<file path="src/rtl/axil_pkg.sv">
// Shared definitions for the AXI4-Lite control register slave: register map,
// response codes, FSM state encoding and the byte-strobe expansion helper.
package axil_pkg;

    localparam logic [31:0] CTRL_OFS     = 32'h000;
    localparam logic [31:0] STATUS_OFS   = 32'h004;
    localparam logic [31:0] IRQ_STAT_OFS = 32'h008;
    localparam logic [31:0] IRQ_EN_OFS   = 32'h00C;
    localparam logic [31:0] USER_BASE    = 32'h010;

    localparam logic [1:0] RESP_OKAY   = 2'b00;
    localparam logic [1:0] RESP_SLVERR = 2'b10;

    typedef enum logic [2:0] {
        ST_IDLE,
        ST_AW,
        ST_W,
        ST_BR,
        ST_RA,
        ST_RD
    } axil_state_e;

    typedef enum logic [2:0] {
        SEL_CTRL,
        SEL_STATUS,
        SEL_IRQ_STAT,
        SEL_IRQ_EN,
        SEL_USER,
        SEL_NONE
    } reg_sel_e;

    function automatic logic [31:0] strb_mask(input logic [3:0] strb);
        return {{8{strb[3]}}, {8{strb[2]}}, {8{strb[1]}}, {8{strb[0]}}};
    endfunction

endpackage

</file>
<file path="src/rtl/axil_slave_fsm.sv">
// AXI4-Lite handshake engine: serialises one read or write at a time and
// presents a single-cycle write commit / read request to the register file.
module axil_slave_fsm
    import axil_pkg::*;
#(
    parameter int ADDR_W = 12
) (
    input  logic              clk,
    input  logic              rst,
    input  logic [ADDR_W-1:0] S_AXI_AWADDR,
    input  logic              S_AXI_AWVALID,
    output logic              S_AXI_AWREADY,
    input  logic [31:0]       S_AXI_WDATA,
    input  logic [3:0]        S_AXI_WSTRB,
    input  logic              S_AXI_WVALID,
    output logic              S_AXI_WREADY,
    output logic [1:0]        S_AXI_BRESP,
    output logic              S_AXI_BVALID,
    input  logic              S_AXI_BREADY,
    input  logic [ADDR_W-1:0] S_AXI_ARADDR,
    input  logic              S_AXI_ARVALID,
    output logic              S_AXI_ARREADY,
    output logic [31:0]       S_AXI_RDATA,
    output logic [1:0]        S_AXI_RRESP,
    output logic              S_AXI_RVALID,
    input  logic              S_AXI_RREADY,
    output logic              wr_commit_o,
    output logic [ADDR_W-1:0] wr_addr_o,
    output logic [31:0]       wr_data_o,
    output logic [3:0]        wr_strb_o,
    input  logic              wr_err_i,
    output logic              rd_req_o,
    output logic [ADDR_W-1:0] rd_addr_o,
    input  logic [31:0]       rd_data_i,
    input  logic              rd_err_i
);

    axil_state_e       state_q, state_d;
    logic [ADDR_W-1:0] awaddr_q, araddr_q;
    logic [31:0]       wdata_q, rdata_q;
    logic [3:0]        wstrb_q;
    logic [1:0]        bresp_q, rresp_q;

    always_ff @(posedge clk or posedge rst) begin
        if (rst) state_q <= ST_IDLE;
        else     state_q <= state_d;
    end

    // Write has priority over read when both arrive in IDLE.
    always_comb begin
        state_d = state_q;
        case (state_q)
            ST_IDLE: begin
                if (S_AXI_AWVALID && S_AXI_WVALID) state_d = ST_BR;
                else if (S_AXI_AWVALID)            state_d = ST_AW;
                else if (S_AXI_WVALID)             state_d = ST_W;
                else if (S_AXI_ARVALID)            state_d = ST_RA;
            end
            ST_AW:   if (S_AXI_WVALID)  state_d = ST_BR;
            ST_W:    if (S_AXI_AWVALID) state_d = ST_BR;
            ST_BR:   if (S_AXI_BREADY)  state_d = ST_IDLE;
            ST_RA:   state_d = ST_RD;
            ST_RD:   if (S_AXI_RREADY)  state_d = ST_IDLE;
            default: state_d = ST_IDLE;
        endcase
    end

    always_comb begin
        S_AXI_AWREADY = (state_q == ST_IDLE) || (state_q == ST_W);
        S_AXI_WREADY  = (state_q == ST_IDLE) || (state_q == ST_AW);
        S_AXI_ARREADY = (state_q == ST_IDLE) && !S_AXI_AWVALID && !S_AXI_WVALID;
        S_AXI_BVALID  = (state_q == ST_BR);
        S_AXI_RVALID  = (state_q == ST_RD);
        S_AXI_BRESP   = bresp_q;
        S_AXI_RDATA   = rdata_q;
        S_AXI_RRESP   = rresp_q;
        // Commit fires only on the transition into BR, so a stalled BREADY cannot repeat it.
        wr_commit_o   = (state_q != ST_BR) && (state_d == ST_BR);
        wr_addr_o     = (state_q == ST_AW) ? awaddr_q : S_AXI_AWADDR;
        wr_data_o     = (state_q == ST_W)  ? wdata_q  : S_AXI_WDATA;
        wr_strb_o     = (state_q == ST_W)  ? wstrb_q  : S_AXI_WSTRB;
        rd_req_o      = (state_q == ST_RA);
        rd_addr_o     = araddr_q;
    end

    always_ff @(posedge clk or posedge rst) begin
        if (rst) begin
            awaddr_q <= '0;
            araddr_q <= '0;
            wdata_q  <= '0;
            wstrb_q  <= '0;
            bresp_q  <= RESP_OKAY;
            rdata_q  <= '0;
            rresp_q  <= RESP_OKAY;
        end else begin
            if (state_q == ST_IDLE && S_AXI_AWVALID) awaddr_q <= S_AXI_AWADDR;
            if (state_q == ST_IDLE && S_AXI_WVALID) begin
                wdata_q <= S_AXI_WDATA;
                wstrb_q <= S_AXI_WSTRB;
            end
            if (S_AXI_ARVALID && S_AXI_ARREADY) araddr_q <= S_AXI_ARADDR;
            if (wr_commit_o) bresp_q <= wr_err_i ? RESP_SLVERR : RESP_OKAY;
            if (rd_req_o) begin
                rdata_q <= rd_data_i;
                rresp_q <= rd_err_i ? RESP_SLVERR : RESP_OKAY;
            end
        end
    end

endmodule

</file>
<file path="src/rtl/axil_ctrl_regs.sv">
// AXI4-Lite control/status register file for the accelerator: control levels,
// start pulse, live status, sticky W1C events with interrupt, user scratch regs.
module axil_ctrl_regs
    import axil_pkg::*;
#(
    parameter int ADDR_W   = 12,
    parameter int NUM_USER = 4,
    parameter int NUM_EVT  = 8
) (
    input  logic                  clk,
    input  logic                  rst,
    input  logic [ADDR_W-1:0]     S_AXI_AWADDR,
    input  logic                  S_AXI_AWVALID,
    output logic                  S_AXI_AWREADY,
    input  logic [31:0]           S_AXI_WDATA,
    input  logic [3:0]            S_AXI_WSTRB,
    input  logic                  S_AXI_WVALID,
    output logic                  S_AXI_WREADY,
    output logic [1:0]            S_AXI_BRESP,
    output logic                  S_AXI_BVALID,
    input  logic                  S_AXI_BREADY,
    input  logic [ADDR_W-1:0]     S_AXI_ARADDR,
    input  logic                  S_AXI_ARVALID,
    output logic                  S_AXI_ARREADY,
    output logic [31:0]           S_AXI_RDATA,
    output logic [1:0]            S_AXI_RRESP,
    output logic                  S_AXI_RVALID,
    input  logic                  S_AXI_RREADY,
    output logic                  matw,
    output logic                  run,
    output logic                  last,
    output logic                  start,
    output logic [32*NUM_USER-1:0] user_regs,
    input  logic [31:0]           status_in,
    input  logic [NUM_EVT-1:0]    event_in,
    output logic                  irq
);

    localparam int UIDX_W = (NUM_USER > 1) ? $clog2(NUM_USER) : 1;

    logic              wr_commit, wr_err, rd_req, rd_err;
    logic [ADDR_W-1:0] wr_addr, rd_addr;
    logic [31:0]       wr_data, rd_data, wmask;
    logic [3:0]        wr_strb;
    reg_sel_e          wsel, rsel;
    logic [UIDX_W-1:0] widx, ridx;

    logic [2:0]         ctrl_q, ctrl_d;
    logic               start_q, start_d;
    logic [NUM_EVT-1:0] irq_stat_q, irq_stat_d, irq_en_q, irq_en_d, w1c;
    logic               irq_q;
    logic [31:0]        user_q [NUM_USER];
    logic [31:0]        user_d [NUM_USER];

    axil_slave_fsm #(.ADDR_W(ADDR_W)) u_fsm (
        .clk           (clk),
        .rst           (rst),
        .S_AXI_AWADDR  (S_AXI_AWADDR),
        .S_AXI_AWVALID (S_AXI_AWVALID),
        .S_AXI_AWREADY (S_AXI_AWREADY),
        .S_AXI_WDATA   (S_AXI_WDATA),
        .S_AXI_WSTRB   (S_AXI_WSTRB),
        .S_AXI_WVALID  (S_AXI_WVALID),
        .S_AXI_WREADY  (S_AXI_WREADY),
        .S_AXI_BRESP   (S_AXI_BRESP),
        .S_AXI_BVALID  (S_AXI_BVALID),
        .S_AXI_BREADY  (S_AXI_BREADY),
        .S_AXI_ARADDR  (S_AXI_ARADDR),
        .S_AXI_ARVALID (S_AXI_ARVALID),
        .S_AXI_ARREADY (S_AXI_ARREADY),
        .S_AXI_RDATA   (S_AXI_RDATA),
        .S_AXI_RRESP   (S_AXI_RRESP),
        .S_AXI_RVALID  (S_AXI_RVALID),
        .S_AXI_RREADY  (S_AXI_RREADY),
        .wr_commit_o   (wr_commit),
        .wr_addr_o     (wr_addr),
        .wr_data_o     (wr_data),
        .wr_strb_o     (wr_strb),
        .wr_err_i      (wr_err),
        .rd_req_o      (rd_req),
        .rd_addr_o     (rd_addr),
        .rd_data_i     (rd_data),
        .rd_err_i      (rd_err)
    );

    function automatic reg_sel_e decode_sel(input logic [ADDR_W-1:0] addr);
        logic [31:0] a;
        a = 32'(addr) & ~32'h3;
        if (a == CTRL_OFS)     return SEL_CTRL;
        if (a == STATUS_OFS)   return SEL_STATUS;
        if (a == IRQ_STAT_OFS) return SEL_IRQ_STAT;
        if (a == IRQ_EN_OFS)   return SEL_IRQ_EN;
        if (a >= USER_BASE && a < USER_BASE + 32'(4 * NUM_USER)) return SEL_USER;
        return SEL_NONE;
    endfunction

    function automatic logic [UIDX_W-1:0] decode_idx(input logic [ADDR_W-1:0] addr);
        logic [31:0] ofs;
        ofs = 32'(addr) - USER_BASE;
        return UIDX_W'(ofs >> 2);
    endfunction

    always_comb begin
        wsel     = decode_sel(wr_addr);
        widx     = decode_idx(wr_addr);
        wmask    = strb_mask(wr_strb);
        wr_err   = (wsel == SEL_NONE);
        ctrl_d   = ctrl_q;
        start_d  = 1'b0;
        irq_en_d = irq_en_q;
        w1c      = '0;
        user_d   = user_q;
        if (wr_commit) begin
            case (wsel)
                SEL_CTRL: begin
                    if (wr_strb[0]) ctrl_d = wr_data[2:0];
                    start_d = wr_strb[1] && wr_data[8];
                end
                SEL_IRQ_STAT: w1c = wr_data[NUM_EVT-1:0] & wmask[NUM_EVT-1:0];
                SEL_IRQ_EN:   irq_en_d = (irq_en_q & ~wmask[NUM_EVT-1:0])
                                       | (wr_data[NUM_EVT-1:0] & wmask[NUM_EVT-1:0]);
                SEL_USER:     user_d[widx] = (user_q[widx] & ~wmask) | (wr_data & wmask);
                default: ;
            endcase
        end
        // A new event in the same cycle as its W1C clear keeps the bit set.
        irq_stat_d = (irq_stat_q & ~w1c) | event_in;
    end

    always_comb begin
        rsel    = decode_sel(rd_addr);
        ridx    = decode_idx(rd_addr);
        rd_data = '0;
        rd_err  = 1'b0;
        if (rd_req) begin
            rd_err = (rsel == SEL_NONE);
            case (rsel)
                SEL_CTRL:     rd_data = {29'd0, ctrl_q};
                SEL_STATUS:   rd_data = status_in;
                SEL_IRQ_STAT: rd_data = 32'(irq_stat_q);
                SEL_IRQ_EN:   rd_data = 32'(irq_en_q);
                SEL_USER:     rd_data = user_q[ridx];
                default:      rd_data = '0;
            endcase
        end
    end

    always_ff @(posedge clk or posedge rst) begin
        if (rst) begin
            ctrl_q     <= '0;
            start_q    <= 1'b0;
            irq_stat_q <= '0;
            irq_en_q   <= '0;
            irq_q      <= 1'b0;
            for (int k = 0; k < NUM_USER; k++) user_q[k] <= '0;
        end else begin
            ctrl_q     <= ctrl_d;
            start_q    <= start_d;
            irq_stat_q <= irq_stat_d;
            irq_en_q   <= irq_en_d;
            irq_q      <= |(irq_stat_q & irq_en_q);
            for (int k = 0; k < NUM_USER; k++) user_q[k] <= user_d[k];
        end
    end

    for (genvar k = 0; k < NUM_USER; k++) begin : g_user
        assign user_regs[32*k +: 32] = user_q[k];
    end

    assign matw  = ctrl_q[0];
    assign run   = ctrl_q[1];
    assign last  = ctrl_q[2];
    assign start = start_q;
    assign irq   = irq_q;

endmodule

</file>
<file path="config.mk">
export PLATFORM = sky130hd
export DESIGN_NAME = axil_ctrl_regs
export DESIGN_NICKNAME = d
export VERILOG_FILES = /design/src/rtl/axil_pkg.sv /design/src/rtl/axil_slave_fsm.sv /design/src/rtl/axil_ctrl_regs.sv
export SDC_FILE = /design/constraint.sdc
export NUM_CORES = 1
export LEC_CHECK = 0
export CORE_MARGIN = 5
export CORE_UTILIZATION = 46
export DETAILED_ROUTE_END_ITERATION = 12
export PLACE_DENSITY_LB_ADDON = 0.2
export SLEW_MARGIN = 20
export SYNTH_ARGS = -nofsm -noshare
export SYNTH_HDL_FRONTEND = slang
export SYNTH_SLANG_ARGS = --single-unit
</file>
<file path="constraint.sdc">
create_clock -name clk -period 8.1 [get_ports clk]
set_input_delay 1.215 -clock clk [delete_from_list [all_inputs] [get_ports clk]]
set_output_delay 1.215 -clock clk [all_outputs]
set_load 0.03 [all_outputs]
</file>
Yosys cells after proc, flatten, opt, wreduce, memory -nomap -nowiden

Index checks and enable logic that the tools add are counted.

Register bits: 248
Input port bits: 107
Output and inout port bits: 174
Word-level logic and storage cells: 165

$add $sub $neg: 2
Order comparisons: 7
Equal/unequal tests: 22
Mux-type cells: 79
Bitwise operators: 14
Reduce and logical (&&, ||, !) cells: 24

Operator list:

| kind                  | number |
|---|---|
| $mux W32              | 6 |
| $pmux W32 S5          | 1 |
| $bmux W32 S2          | 2 |
| $bwmux W128           | 1 |
| $mux W3               | 28 |
| $and A32 B32 Y32      | 2 |
| $demux W32 S2         | 1 |
| $logic_not A32 Y1     | 2 |
| $eq A10 B2 Y1 const B | 4 |
| $mux W1               | 33 |
| $and A8 B8 Y8         | 4 |
| $not A32 Y32          | 1 |
| $or A32 B32 Y32       | 1 |
| $ge A12 B5 Y1 const B | 2 |
| $lt A12 B6 Y1 const B | 2 |
| $eq A3 B2 Y1 const B  | 7 |
| $eq A10 B1 Y1 const B | 2 |
| $eq A3 B3 Y1 const B  | 6 |
| $pmux W3 S6           | 1 |
| $mux W8               | 2 |
| $not A8 Y8            | 2 |
| $or A8 B8 Y8          | 2 |
| $mux W12              | 1 |
| $logic_and A1 B1 Y1   | 11 |
| 14 further kinds      | 24 |

Depth between registers and ports, before layout

Depth in word-level cells: 25
Mapped depth: 9
Gate-level depth less buffers: 6

Hierarchy

From an unflattened synthesis, not the netlist that was laid out.

Cell total of the unflattened synthesis: 1018
Area total of the unflattened synthesis: 12323.1 um^2

By module, submodules not included:

| module         | instances | cells an instance | area an instance (um^2) | seq. area each (um^2) |
|---|---|---|---|---|
| axil_ctrl_regs | 1         | 736               | 8000.2                  | 3728.6 |
| axil_slave_fsm | 1         | 282               | 4322.9                  | 2427.3 |

Worst setup path after synthesis

OpenSTA, ideal clock, no wires.

Kind: input -> output
Start point: input port S_AXI_AWVALID
End point: output port S_AXI_ARREADY
Arrival: 2.002 ns
Data required time: 6.885 ns
Slack: 4.883 ns
Stages on the path: 1
Path through: nor3b_1

Longest elaborated chain between the ends: 3

RTL lines:

| what                              | RTL line             | source |
|---|---|---|
| start, declared                   | axil_ctrl_regs.sv:13 | `input logic S_AXI_AWVALID,` |
| $logic_not A1 Y1                  | axil_slave_fsm.sv:71 | `S_AXI_ARREADY = (state_q == ST_IDLE) && !S_AXI_AWVALID && !S_AXI_WVALID;` |
| $logic_and A1 B1 Y1 (2 in series) | axil_slave_fsm.sv:71 |  |
| end, declared                     | axil_ctrl_regs.sv:24 | `output logic S_AXI_ARREADY,` |

Every way passes these cells.

Worst setup path in the final report

Start point: register u_fsm.state_q[2]
End point: register user_q, in the netlist user_regs[95]

Longest elaborated chain between the ends: 16

RTL lines:

| what                                                  | RTL line                                   | source |
|---|---|---|
| start, declared                                       | axil_slave_fsm.sv:38                       | `axil_state_e state_q, state_d;` |
| start signal, assigned                                | axil_slave_fsm.sv:46                       | `else state_q <= state_d;` |
| $eq A3 B1 Y1                                          | axil_slave_fsm.sv:52, axil_slave_fsm.sv:79 |  |
| $mux W12                                              | axil_slave_fsm.sv:79                       | `wr_addr_o = (state_q == ST_AW) ? awaddr_q : S_AXI_AWADDR;` |
| $ge A12 B5 Y1 / $lt A12 B6 Y1 (equally long branches) | axil_ctrl_regs.sv:93                       | `if (a >= USER_BASE && a < USER_BASE + 32'(4 * NUM_USER)) return SEL_USER;` |
| $logic_and A1 B1 Y1                                   | axil_ctrl_regs.sv:93                       |  |
| $mux W1 (2 in series)                                 | axil_ctrl_regs.sv:93                       |  |
| $mux W1                                               | axil_ctrl_regs.sv:92                       | `if (a == IRQ_EN_OFS) return SEL_IRQ_EN;` |
| $mux W1                                               | axil_ctrl_regs.sv:91                       | `if (a == IRQ_STAT_OFS) return SEL_IRQ_STAT;` |
| $mux W1                                               | axil_ctrl_regs.sv:90                       | `if (a == STATUS_OFS) return SEL_STATUS;` |
| $mux W3                                               | axil_ctrl_regs.sv:94                       | `return SEL_NONE;` |
| $mux W3                                               | axil_ctrl_regs.sv:93                       |  |
| $mux W3                                               | axil_ctrl_regs.sv:92                       |  |
| $mux W3                                               | axil_ctrl_regs.sv:91                       |  |
| $mux W3                                               | axil_ctrl_regs.sv:90                       |  |
| $eq A3 B3 Y1                                          | axil_ctrl_regs.sv:114                      | `case (wsel)` |
| $reduce_and A2 Y1 (no line)                           | --                                         |  |
| end, declared                                         | axil_ctrl_regs.sv:52                       | `logic [31:0] user_q [NUM_USER];` |

Parallel ways exist; a longest one is shown, timed or not. The select of a mux whose other input is x is not followed.
A chain may end at the register's enable or synchronous reset.

==> impl_metrics.yaml <==
logic_synthesis:
  ys_ff_latch: 242
  post_synth_main_area_contributors: "dfrtp_1 (49%), mux2_2 (7.2%), o31ai_1 (6.3%), mux4_2 (6.0%), nand2_1 (5.4%)"
  yosysMostFrequentCell: "dfrtp_1"
  synth_cell_type_count: 55
  syn-mean-instance-area_sq_um: 11.46
  synth_area_leader: "dfrtp_1"
  synth.cell_area_sq_um: 12320
  synth.yosys.seq_area_share: 0.4916
  async_reset_ff_frac: 1.000
  post_synth_inst_count: 1075
  synth_commonest_cells: "dfrtp_1 (242), nand2_1 (178), o31ai_1 (104), mux2_2 (79), a22oi_1 (61)"
  synth_largest_type_area_fraction: 0.4916
  synth_edf_count: 0
  ys.warnings.count: 0
  synth_flop_cell: "dfrtp_1"
drt:
  wire_per_inst_um: 23.56
  postRouteAntennaNets: 0
  route.final.wire_length_um: 39540
  dr_total_vias: 10080
  initialDrtViolationCount: 840
  drc: 0
  drt_pass1_iterations: 5
  vias_per_cell: 6.008
finish:
  areaGrowthSynthToFinish_pct: 31.67
  n_fill_cell: 2216
  finalNetCount: 1424
  final_cells: 1678
  final_cell_area_sq_um: 16220
  drive_gt1_frac: 0.1557
grt:
  grt_pass1_vias: 10140
  first_pass_grt_wire_length_um: 61380
  gr-usage-all-layers: 0.2561
  number_of_antenna_violations_at_the_first_check_in_global_routing: 1
  grt_overflow_total: 0
  grt_start_max_net_pins: 122
die:
  die_area_sq_um: 30150
  die_h_um: 173.6
  chipWidth_um: 173.6
  initial_core_utilization: 0.4622
  top_level_ports: 281
  rows: 60
  core_region_sq_um: 26650
timing:
  final_hold_violation_count: 0
  fmax_ghz: 0.2543
  slew_headroom: 0.2758
  setup_tns_ns: 0
  setup_viol: 0
  tightest_slew_ns: 1.065
  min_period_over_period: 0.4855
  worst_clock_skew_ns: 0.01482
  maxSlewViolCount: 0
  fin_crit_ns: 3.932
  rsz0062_at_grt: "false"
clock_tree:
  root_buffer: "clkbuf_16"
  clk-insertion-delay-late_ns: 0.54
  cts_post_setup_buffers_inserted: 0
  clk_transition_reported_paths_ns: 0.06
  h-tree-depth: 1
  cts_resized: 0
  total_clock_buffers_created_by_cts: 27
  cts.path.max_buffers: 3
  number_of_hold_buffers_added_after_cts: 0
  clkSinkCount: 242
  cts_tree: "done"
power:
  vdd_drop_max_v: 0.0001773
  p_per_area_nw_per_um2: 310.9
  power.leakage_nw: 6.602
placed_design:
  dp_cells: 1629
  placedInstanceArea_sq_um: 15350
  port-buffer-count: 274
  dp_hpwl_um: 26390
  global_placement_routability_congestion: 0.8331
flow_run:
  cap_violations: 0
critical_path:
  crit_path_top_delay_cell: "mux2i_4"
  setup.worst_path.end_class: "flip-flop"
  timing.critical_path.arrival_ns: 4.38
  worstPathRequired_ns: 8.54
  worst-setup-path-type: "flip-flop to flip-flop"
  worst_setup_path_start_kind: "flip-flop"
  r2r.worst_path.cells: 5
  critical_path.max_stage_delay_ns: 0.96
  worstPathMaxFanout: 28
  critical_path.cell_chain: "or3b_1 > mux2i_4 > o2111ai_4 > buf_4 > o31ai_1"
outcome:
  result_of_the_run: "completed"
min_path:
  worst_hold_path_type: "flip-flop to flip-flop"
  holdPathStages: 2
==> worst max-delay path, delay by kind of cell, from the launching register on <==
kind / cells / cell delay [ns]
buffers and inverters: 1 / 0.47
muxes: 1 / 0.96
AOI/OAI and AO/OA: 2 / 0.89
DFF: 1 / 0.66
and+or+nand+nor: 1 / 0.84
==> report_power, final <==
group	switching [mW]	internal (mW)
Clock	0.493	0.704
Combinational	1.25	0.855
Sequential	0.232	1.51
==> layout by cell type, fill, tap and decap left out, types with 4 or more instances in the layout <==
master	instances
nor3_1	6
nand2_1	178
mux2_2	79
nor2_1	32
clkbuf_16	27
a2111oi_4	5
dfrtp_1	240
o2111ai_4	4
mux2i_1	40
a221o_1	6
buf_4	17
nand3_1	9
clkdlybuf4s50_1	274
o21ai_0	8
mux2i_2	5
o211a_1	23
a22oi_1	61
nor2b_1	29
clkbuf_8	7
a21oi_1	9
o31ai_1	104
clkinv_2	8
clkbuf_1	4
nand2b_1	9
a21o_1	10
o22a_1	5
a211oi_1	27
o211ai_1	6
a31oi_1	20
mux4_2	33
==> layout make-up <==
type                       count  area [sq um]  area share
clock inverter                10         78.83    0.004860
antenna                        1         2.502   0.0001543
multi-input combinational    750          5969      0.3680
clock buffer                  38         787.0     0.04852
tap                          341         426.7     0.02631
inverter                       5         26.28    0.001620
sequential                   242          6058      0.3735
timing repair buffer         291          2870      0.1770
==> kinds of logic (layout without fill, tap and decap cells) <==
logic type,after synthesis,in the layout,synth area share
AOI/OAI and AO/OA,293,293,0.1911
buffers and inverters,84,344,0.03169
DFF,242,242,0.4916
muxes,164,164,0.1771
other,1,3,0.0003044
and+or+nand+nor,291,291,0.1082
==> sequential cells by signal (all words and copies together) (netlist names), named ones only <==
| name | cells |
|---|---|
| u_fsm.awaddr_q | 10 |
| u_fsm.wstrb_q | 4 |
| u_fsm.S_AXI_BRESP | 1 |
| u_fsm.state_q | 3 |
| start | 1 |
| u_fsm.wdata_q | 32 |
| irq_stat_q | 8 |
| irq | 1 |
| u_fsm.rd_addr_o | 10 |
| user_regs | 128 |
| u_fsm.S_AXI_RDATA | 32 |
| u_fsm.S_AXI_RRESP | 1 |
| ctrl_q | 3 |
==> per-layer routing <==
layer	vias to the layer above	part of all wire	global-route usage
li1	4568	-	-
met1	5070	0.43	0.3570
met5	-	0	0
met3	53	0.074	0.06041
met2	391	0.48	0.4164
met4	0	0.018	0.04916
==> final timing paths <==
path / slack [ns] / from / end
hold reg to reg: 0.46 / u_fsm.S_AXI_RDATA[11] / u_fsm.S_AXI_RDATA[11]
hold / removal: 0.46 / u_fsm.S_AXI_RDATA[11] / u_fsm.S_AXI_RDATA[11]
setup reg to reg: 4.17 / u_fsm.state_q[2] / user_regs[95]
max in group asynchronous: 5.42 / rst / user_regs[62]
setup / recovery: 4.17 / u_fsm.state_q[2] / user_regs[95]
min in group asynchronous: 1.25 / rst / u_fsm.S_AXI_RDATA[14]
==> metrics by stage <==
step / total power [mW] / hold slack, ns / util / worst slack [ns]
final: 5.043 / 0.4642 / 0.6086 / 4.168
after detailed placement: 3.863 / 0.4557 / 0.5760 / 3.757
after global placement: 3.830 / 0.4505 / 0.5760 / 3.781
after floorplan: 3.102 / 0.4669 / - / 0.2402
after global routing: 5.291 / 0.4885 / 0.6086 / 3.962
after CTS: 5.072 / 0.4719 / 0.6085 / 4.185
Power figures use the tool's default switching activity.
